===== src/rtl/mag_cmp_arb_pkg.sv =====
// Shared definitions for the magnitude-compare arbiter.
// Holds the requester count, operand width, FSM encodings and the round-robin pick helper.
package mag_cmp_arb_pkg;

  localparam int unsigned NUM_REQ = 4;
  localparam int unsigned OP_W    = 4;
  localparam int unsigned ID_W    = 2;

  typedef enum logic [1:0] {
    ST_IDLE = 2'b00,
    ST_CMP  = 2'b01,
    ST_RESP = 2'b10
  } state_t;

  // Requester 0 gets the first grant after reset.
  localparam logic [ID_W-1:0] RESET_LAST_GRANT = 2'd3;

  // Round-robin pick: search upward from (last + 1) with wrap, first set request wins.
  // Result is don't-care when no request is set; the caller qualifies it with |req.
  function automatic logic [ID_W-1:0] rr_pick(input logic [NUM_REQ-1:0] req,
                                               input logic [ID_W-1:0]    last);
    logic [ID_W-1:0] idx;
    logic            found;
    rr_pick = last;
    found   = 1'b0;
    for (int k = 1; k <= 4; k++) begin
      idx = last + 2'(k);
      if (!found && req[idx]) begin
        rr_pick = idx;
        found   = 1'b1;
      end
    end
  endfunction

  // One-hot decode of a requester index.
  function automatic logic [NUM_REQ-1:0] to_onehot(input logic [ID_W-1:0] idx);
    to_onehot = 4'b0001 << idx;
  endfunction

endpackage


===== src/rtl/mag_cmp_arb_mag_comp4.sv =====
// magComp4: 4-bit unsigned magnitude comparator.
// Exactly one of eq / a_gt / b_gt is high for any input pair.
module magComp4 (
  input  logic [3:0] a,
  input  logic [3:0] b,
  output logic       eq,
  output logic       a_gt,
  output logic       b_gt
);

  assign eq   = (a == b);
  assign a_gt = (a > b);
  assign b_gt = (b > a);

endmodule


===== src/rtl/mag_cmp_arb.sv =====
// mag_cmp_arb: round-robin arbiter in front of a single 4-bit magnitude comparator.
// IDLE grants and captures operands, CMP registers the compare result,
// RESP holds the result until the consumer accepts it.
module mag_cmp_arb
  import mag_cmp_arb_pkg::*;
(
  input  logic                    clk,
  input  logic                    rst,
  input  logic [NUM_REQ-1:0]      req,
  input  logic [NUM_REQ*OP_W-1:0] opA,
  input  logic [NUM_REQ*OP_W-1:0] opB,
  output logic [NUM_REQ-1:0]      ack,
  output logic                    rspValid,
  input  logic                    rspReady,
  output logic [ID_W-1:0]         rspId,
  output logic                    rspEq,
  output logic                    rspAGt,
  output logic                    rspBGt,
  output logic                    busy
);

  state_t              state_r;
  state_t              next_state_s;
  logic [ID_W-1:0]     last_grant_r;
  logic [ID_W-1:0]     grant_s;
  logic                req_any_s;
  logic [OP_W-1:0]     op_reg_a_r;
  logic [OP_W-1:0]     op_reg_b_r;
  logic                cmp_eq_s;
  logic                cmp_a_gt_s;
  logic                cmp_b_gt_s;

  logic [NUM_REQ-1:0]  ack_r;
  logic                rsp_valid_r;
  logic [ID_W-1:0]     rsp_id_r;
  logic                rsp_eq_r;
  logic                rsp_a_gt_r;
  logic                rsp_b_gt_r;
  logic                busy_r;

  logic [NUM_REQ-1:0]  ack_nxt_s;
  logic                rsp_valid_nxt_s;
  logic [ID_W-1:0]     rsp_id_nxt_s;
  logic                rsp_eq_nxt_s;
  logic                rsp_a_gt_nxt_s;
  logic                rsp_b_gt_nxt_s;
  logic [OP_W-1:0]     op_a_nxt_s;
  logic [OP_W-1:0]     op_b_nxt_s;
  logic [ID_W-1:0]     last_grant_nxt_s;
  logic                busy_nxt_s;

  assign req_any_s = |req;
  assign grant_s   = rr_pick(req, last_grant_r);

  // The only comparison logic: one comparator on the captured operands.
  magComp4 u_mag_comp4 (
    .a    (op_reg_a_r),
    .b    (op_reg_b_r),
    .eq   (cmp_eq_s),
    .a_gt (cmp_a_gt_s),
    .b_gt (cmp_b_gt_s)
  );

  // State register; reset has priority over everything else.
  always_ff @(posedge clk) begin
    if (rst) begin
      state_r <= ST_IDLE;
    end else begin
      state_r <= next_state_s;
    end
  end

  // Next-state decode; the unused encoding falls back to IDLE.
  always_comb begin
    next_state_s = ST_IDLE;
    case (state_r)
      ST_IDLE: begin
        if (req_any_s) begin
          next_state_s = ST_CMP;
        end else begin
          next_state_s = ST_IDLE;
        end
      end
      ST_CMP: begin
        next_state_s = ST_RESP;
      end
      ST_RESP: begin
        if (rsp_valid_r && rspReady) begin
          next_state_s = ST_IDLE;
        end else begin
          next_state_s = ST_RESP;
        end
      end
      default: begin
        next_state_s = ST_IDLE;
      end
    endcase
  end

  // Next values of the registered outputs and datapath; everything holds unless the state acts on it.
  always_comb begin
    ack_nxt_s        = '0;
    rsp_valid_nxt_s  = rsp_valid_r;
    rsp_id_nxt_s     = rsp_id_r;
    rsp_eq_nxt_s     = rsp_eq_r;
    rsp_a_gt_nxt_s   = rsp_a_gt_r;
    rsp_b_gt_nxt_s   = rsp_b_gt_r;
    op_a_nxt_s       = op_reg_a_r;
    op_b_nxt_s       = op_reg_b_r;
    last_grant_nxt_s = last_grant_r;
    case (state_r)
      ST_IDLE: begin
        if (req_any_s) begin
          op_a_nxt_s       = opA[{grant_s, 2'b00} +: OP_W];
          op_b_nxt_s       = opB[{grant_s, 2'b00} +: OP_W];
          ack_nxt_s        = to_onehot(grant_s);
          last_grant_nxt_s = grant_s;
          rsp_id_nxt_s     = grant_s;
        end else begin
          ack_nxt_s = '0;
        end
      end
      ST_CMP: begin
        rsp_eq_nxt_s    = cmp_eq_s;
        rsp_a_gt_nxt_s  = cmp_a_gt_s;
        rsp_b_gt_nxt_s  = cmp_b_gt_s;
        rsp_valid_nxt_s = 1'b1;
      end
      ST_RESP: begin
        if (rsp_valid_r && rspReady) begin
          rsp_valid_nxt_s = 1'b0;
        end else begin
          rsp_valid_nxt_s = rsp_valid_r;
        end
      end
      default: begin
        rsp_valid_nxt_s = 1'b0;
      end
    endcase
    busy_nxt_s = (next_state_s != ST_IDLE);
  end

  // Output and datapath registers; reset clears everything and rearms requester 0 as first grant.
  always_ff @(posedge clk) begin
    if (rst) begin
      ack_r        <= '0;
      rsp_valid_r  <= 1'b0;
      rsp_id_r     <= '0;
      rsp_eq_r     <= 1'b0;
      rsp_a_gt_r   <= 1'b0;
      rsp_b_gt_r   <= 1'b0;
      op_reg_a_r   <= '0;
      op_reg_b_r   <= '0;
      last_grant_r <= RESET_LAST_GRANT;
      busy_r       <= 1'b0;
    end else begin
      ack_r        <= ack_nxt_s;
      rsp_valid_r  <= rsp_valid_nxt_s;
      rsp_id_r     <= rsp_id_nxt_s;
      rsp_eq_r     <= rsp_eq_nxt_s;
      rsp_a_gt_r   <= rsp_a_gt_nxt_s;
      rsp_b_gt_r   <= rsp_b_gt_nxt_s;
      op_reg_a_r   <= op_a_nxt_s;
      op_reg_b_r   <= op_b_nxt_s;
      last_grant_r <= last_grant_nxt_s;
      busy_r       <= busy_nxt_s;
    end
  end

  assign ack      = ack_r;
  assign rspValid = rsp_valid_r;
  assign rspId    = rsp_id_r;
  assign rspEq    = rsp_eq_r;
  assign rspAGt   = rsp_a_gt_r;
  assign rspBGt   = rsp_b_gt_r;
  assign busy     = busy_r;

endmodule

===== config.mk =====
export PLATFORM = sky130hd
export DESIGN_NAME = mag_cmp_arb
export DESIGN_NICKNAME = d
export VERILOG_FILES = /design/src/rtl/mag_cmp_arb_pkg.sv /design/src/rtl/mag_cmp_arb_mag_comp4.sv /design/src/rtl/mag_cmp_arb.sv
export SDC_FILE = /design/constraint.sdc
export NUM_CORES = 1
export LEC_CHECK = 0
export ABC_AREA = 0
export BUFFER_PORTS_ARGS = -buffer_cell sky130_fd_sc_hd__buf_2
export CAP_MARGIN = 20
export CORE_MARGIN = 2
export CORE_UTILIZATION = 46
export CTS_CLUSTER_DIAMETER = 60
export DETAILED_ROUTE_END_ITERATION = 10
export PLACE_DENSITY_LB_ADDON = 0.25
export REMOVE_ABC_BUFFERS = 1
export SLEW_MARGIN = 20
export SYNTH_ARGS = -nofsm -noshare
export SYNTH_HDL_FRONTEND = slang
export SYNTH_SLANG_ARGS = --single-unit

===== constraint.sdc =====
create_clock -name clk -period 1.8 [get_ports clk]
set_input_delay 0.27 -clock clk [delete_from_list [all_inputs] [get_ports clk]]
set_output_delay 0.27 -clock clk [all_outputs]
set_load 0.005 [all_outputs]

Word-level counts from Yosys, hierarchy flattened --
Cells that the tools add are included.
Storage, ports and cells: register bits after elaboration 23, input bits 39, output and inout bits 11, logic and storage cells 62
Cells by class: add/sub/neg operators 3, $lt $le $gt $ge 6, equal/unequal tests 4, shift operators 3, multiplexer cells 20, bitwise logic cells 2, reduce and logical (&&, ||, !) cells 13
Operators by type and width (number):
- $shiftx A16 B5 Y4 | 2
- $lt A2 B3 Y1 const B | 4
- $mux W2 | 5
- $mux W1 | 9
- $bmux W1 S2 | 4
- $gt A4 B4 Y1 | 2
- $pmux W2 S3 | 1
- $add A2 B2 Y2 const B | 2
- $eq A4 B4 Y1 | 1
- $logic_and A1 B1 Y1 | 4
- $reduce_and A2 Y1 | 2
- $reduce_or A4 Y1 | 1
- $shl A1 B2 Y4 const A | 1
- $logic_not A1 Y1 | 3
- $pmux W1 S3 | 1
- $reduce_or A3 Y1 | 1
- $add A2 B1 Y2 const B | 1
- $eq A2 B1 Y1 const B | 1
- $eq A2 B2 Y1 const B | 1
- $logic_not A2 Y1 | 1
- $ne A2 B2 Y1 const B | 1
- $not A1 Y1 | 2
- $reduce_bool A2 Y1 | 1

Longest topological paths before layout --
depth in word-level cells 14, mapped depth 7

Cells and area by module --
A second synthesis with hierarchy kept.
Unflattened totals: cells, all modules 144, area total of the unflattened synthesis 1246.2 µm²
By module, submodules not included:
- mag_cmp_arb | instances 1, cells an instance 128, area an instance 1117.3 µm², sequential area each 460.4 µm²
- magComp4 | instances 1, cells an instance 16, area an instance 128.9 µm², sequential area each 0.0 µm²

Worst setup path before layout --
No wires, ideal clock.
path kind register to register, from register last_grant_r[0], to register op_reg_a_r[3], setup time 0.133 ns, arrival 1.310 ns, required time 1.667 ns, setup slack 0.357 ns, cell stages (with the launch flop) 8, path buffers 2, period minus slack after synthesis 1.443 ns, path through dfxtp_1 -> nor2b_1 -> o21a_1 -> buf_6 -> nor3_2 -> buf_6 -> mux2i_1 -> o211ai_1
Between the ends: word-level cells in the longest chain between the ends 14
Ends and longest elaborated chain:
- from (decl) | line mag_cmp_arb.sv:24 | logic [ID_W-1:0] last_grant_r;
- from (signal assigned) | line mag_cmp_arb.sv:165 | last_grant_r <= last_grant_nxt_s;
- $add A2 B1 Y2 | line mag_cmp_arb_pkg.sv:27 | idx = last + 2'(k);
- $bmux W1 S2 | line mag_cmp_arb_pkg.sv:28 | if (!found && req[idx]) begin
- $mux W1 (implied by the code) | line mag_cmp_arb_pkg.sv:28
- $mux W1 | line mag_cmp_arb_pkg.sv:28
- $logic_not A1 Y1 | line mag_cmp_arb_pkg.sv:28
- $logic_and A1 B1 Y1 | line mag_cmp_arb_pkg.sv:28
- $mux W1 | line mag_cmp_arb_pkg.sv:28
- $logic_not A1 Y1 | line mag_cmp_arb_pkg.sv:28
- $logic_and A1 B1 Y1 | line mag_cmp_arb_pkg.sv:28
- $mux W1 | line mag_cmp_arb_pkg.sv:28
- $logic_not A1 Y1 | line mag_cmp_arb_pkg.sv:28
- $logic_and A1 B1 Y1 | line mag_cmp_arb_pkg.sv:28
- $mux W2 (*) | line mag_cmp_arb_pkg.sv:28
- $shiftx A16 B5 Y4 (*) | line mag_cmp_arb.sv:114 | op_a_nxt_s = opA[{grant_s, 2'b00} +: OP_W];
- to (signal assigned) | line mag_cmp_arb.sv:163 | op_reg_a_r <= op_a_nxt_s;
- to (decl) | line mag_cmp_arb.sv:27 | logic [OP_W-1:0] op_reg_a_r;
Every way passes the cells marked *; elsewhere a longest branch is shown, timed or not. The select of a mux whose other input is x is not followed. A chain may end at the register's enable or synchronous reset.

Worst setup path in the final report --
from register last_grant_r[0], to register op_reg_a_r[2]
Same word-level chain as after synthesis.

==> PnR_summary.wiki <==
{| class="wikitable"
! Metric !! Value
|-
| Total track usage || approximately a fifth
|-
| Worst r2r path cells || 6
|-
| Die height || 56.34 um
|-
| Run status || finished, final reports clean
|-
| Number of gates given a new drive strength after cts || 0
|-
| Vias per Instance || roughly 5.4
|-
| N_diodes || 0
|-
| Final Max Slew Viols || 0
|-
| Post-synth EDFFs || 0
|-
| Area growth from synthesis to final layout || 23.83%
|-
| Boundary Pins || 50
|-
| Post-detailed-placement half-perimeter wirelength || about 2.4 mm
|-
| Top flip-flop cell by instance count after synthesis || sky130_fd_sc_hd__dfxtp_1
|-
| Pin count of the biggest net entering global routing || 14
|-
| Post-synthesis cell type with the largest combined area || sky130_fd_sc_hd__dfxtp_1
|-
| Largest buffer count on any clock path || 2
|-
| Crit Reg-Reg Startpoint || last_grant_r[0]
|-
| Clock skew after layout || between 0.007 and 0.008 ns
|-
| Async SR Flop Fraction || 0%
|-
| Final-layout worst hold slack || around 0.17 ns
|-
| Count of TritonRoute iterations in the first routing pass || 4
|-
| Required time worst endpoint || slightly below 2 ns
|-
| Flop2flop setup slack || about 0.14 ns
|-
| Beginning of the worst hold path || rst
|-
| Number of hold violations in the final report || 0
|-
| Die Area || ~0.0032 mm^2
|-
| Post-route antenna net violation count || 0
|-
| Tightest Hold Check Type || in -> reg
|-
| Mean instance size in the synthesized netlist || around 8.7 um^2
|-
| Number of different library cells in the post-synthesis netlist || 33
|-
| Clock input transition at the sequential cells of the worst setup and hold paths || between 0.1 and 0.15 ns
|-
| Worst R2R End || op_reg_a_r[2]
|-
| Setup Fix Bufs, Post-CTS || 0
|-
| Number of CTS-inserted buffers || 3
|-
| Cell area after technology mapping || ~0.0013 mm^2
|-
| Yosys warning total || 0
|-
| Post-layout utilization of the core || 61.31%
|-
| Nets || 240
|-
| Number of clock sinks || 23
|-
| Via count of the routed design || between 1,000 and 1,500
|-
| Crit Path Category || reg -> reg
|-
| Sequential-to-total area share from yosys stat || a little over a third
|-
| Max-capacitance violation count || 0
|-
| Routability congestion estimate || a little over 0.8
|-
| Core area || ~0.0025 mm^2
|-
| Kind of start point of the critical path || flop
|-
| Post-route worst setup slack || 0.1391 ns
|-
| Peak supply drop || approximately 0.54 mV
|-
| Residual DRC || 0
|-
| Number of cell rows || 18
|-
| Total congestion overflow after global routing || 0
|-
| Average wire length per cell after detail routing || 13.18 um
|-
| First-pass GRT wire length || between 4 and 5 mm
|-
| Critical-path maximum fanout || 10
|-
| Pin slew with the least headroom to its limit || about 0.62 ns
|-
| Slowest cell on the critical path || sky130_fd_sc_hd__dfxtp_1
|-
| Endpoints failing setup || 0
|-
| Setup repair after global routing missed its margin || no
|-
| Worst-case headroom to the max-slew limit || 58.56%
|-
| Number of DRC markers in iteration 0 || 20
|-
| Port Buf Inserts || 49
|-
| Fraction of layout cells with a size suffix above 1 || 31.63%
|-
| Cell breakdown of the critical path || nor2b_1, o21a_1, nor3_2, buf_4, mux2i_1, o211ai_1
|-
| Via count of the first global-routing pass || around 1,100
|-
| Initial Util || about half
|-
| Area fraction of the dominant cell type after synthesis || a little over a third
|-
| FF+latch count, synth || 23
|-
| Clock tree from TritonCTS || built
|-
| Cell at the root of the clock tree || sky130_fd_sc_hd__clkbuf_4
|-
| Clock latency of the later-clocked register in the worst-skew pair || around 0.3 ns
|-
| Critical Path Sink Type || flop
|-
| Achievable clock frequency || around 0.6 GHz
|-
| Synthesized netlist cell count || 145
|-
| Biggest cell delay along the critical path || about 0.43 ns
|-
| LEAKAGE || between 0.0007 and 0.0008 uW
|-
| PnR Total Power || 1388 uW
|-
| Final period util || between 90% and 100%
|-
| Width of the chip || 56.34 um
|-
| Critical Path AT || ~1.9 ns
|-
| Post-layout minimum cycle time || about 1.7 ns
|-
| Total power divided by cell area || about 890 mW/mm^2
|-
| Endpoint of the worst hold-timing path || state_r[0]
|-
| Total Wirelength || roughly 3.0 mm
|-
| Final setup TNS || 0 ns
|-
| Synth area leaders || sky130_fd_sc_hd__dfxtp_1 (37%), sky130_fd_sc_hd__mux2i_1 (6.4%), sky130_fd_sc_hd__o211ai_1 (5.4%)
|-
| Min-Delay Path Depth || 2
|-
| Count of hold buffers inserted by post-cts repair || 0
|-
| Place WS || around 0.082 ns
|-
| Initial antenna violation count || 0
|-
| Clock H-tree levels || 1
|}
cells in the mapped netlist, drive strengths merged, types with 7 or more instances:
cell / instances
mux2i: 8
a21o: 7
inv: 7
nor2: 12
nand2: 12
dfxtp: 23
o31ai: 9
nand4: 8
o211ai: 9
state kept, by name (all words and copies together), names as in the netlist:
signal and flops:
ack 4, busy 1, last_grant_r 2, op_reg_a_r 4, op_reg_b_r 4, rspAGt 1
rspBGt 1, rspEq 1, rspId 2, rspValid 1, state_r 2
stage by stage:
stage          instances  cell area (um^2)
2_1_floorplan        139              1221
3_3_place_gp         222              1534
3_5_place_dp         222              1534
4_1_cts              226              1560
5_1_grt              226              1560
6_report             226              1560
cell families after synthesis:
group           Yosys count  synth area share (%)
simple gates             52                 22.04
compound gates           45                 25.92
flops                    23                 36.54
buf+inv                  13                 5.164
mux                       8                 6.356
fa+ha+maj                 4                 3.972
where the power goes:
part           switching (uW)  leakage, uW  internal, uW
sequential               54.7     0.000190           596
clock                     144    0.0000150          86.2
combinational             264     0.000512           243
cells in the final DEF (no fill, tap or decap), drive strengths merged:
cell type and count:
o21bai 1, o21ai 4, nand3 2, nor2b 4
and2 1, dfxtp 23, a21bo 2, o31ai 9
a21boi 1, o21a 4, a21o 7, nand3b 2
clkbuf 4, nor3 4, ha 4, nand2 12
a41oi 1, nor4 2, a31oi 1, nand2b 3
a211oi 2, nor2 12, o211ai 9, mux2i 8
buf 53, inv 7, a21oi 4, or3 2
nand4 8
worst max path at each step:
stage                                from             to  slack [ns]  cells after the start
final                     last_grant_r[0]  op_reg_a_r[2]        0.14                      6
after global routing      last_grant_r[0]  op_reg_a_r[2]       0.002                      6
after CTS                 last_grant_r[0]  op_reg_a_r[2]        0.13                      6
after detailed placement           req[3]  op_reg_a_r[2]        0.08                      7
after global placement             req[3]  op_reg_b_r[1]        0.17                      7
after floorplan           last_grant_r[0]  op_reg_a_r[3]        0.04                      5
per-layer routing:
| layer | global-route usage, % | wire length, um |
|---|---|---|
| met3 | 1.843 | 152 |
| met4 | 8.163 | 44 |
| met5 | 0 | 0 |
| met2 | 32.44 | 1371 |
| met1 | 23.90 | 1410 |
critical path: cells and delay by family (launching register included):
kind / cells / cell delay (ns)
AND/OR/NAND/NOR: 2 / 0.27
multiplexers: 1 / 0.22
flip-flops: 1 / 0.43
buffers and inverters: 1 / 0.23
AO/OA/AOI/OAI: 2 / 0.40
area by class of cell:
type | count | area [um^2]
fillers | 230 | 984.7
well taps | 30 | 37.54
repair buffers | 53 | 275.3
flip-flops and latches | 23 | 460.4
clock buffers | 4 | 26.28
multi-input cells | 109 | 734.5
inverters | 7 | 26.28
No activity file was read; power rests on OpenSTA's default activity.
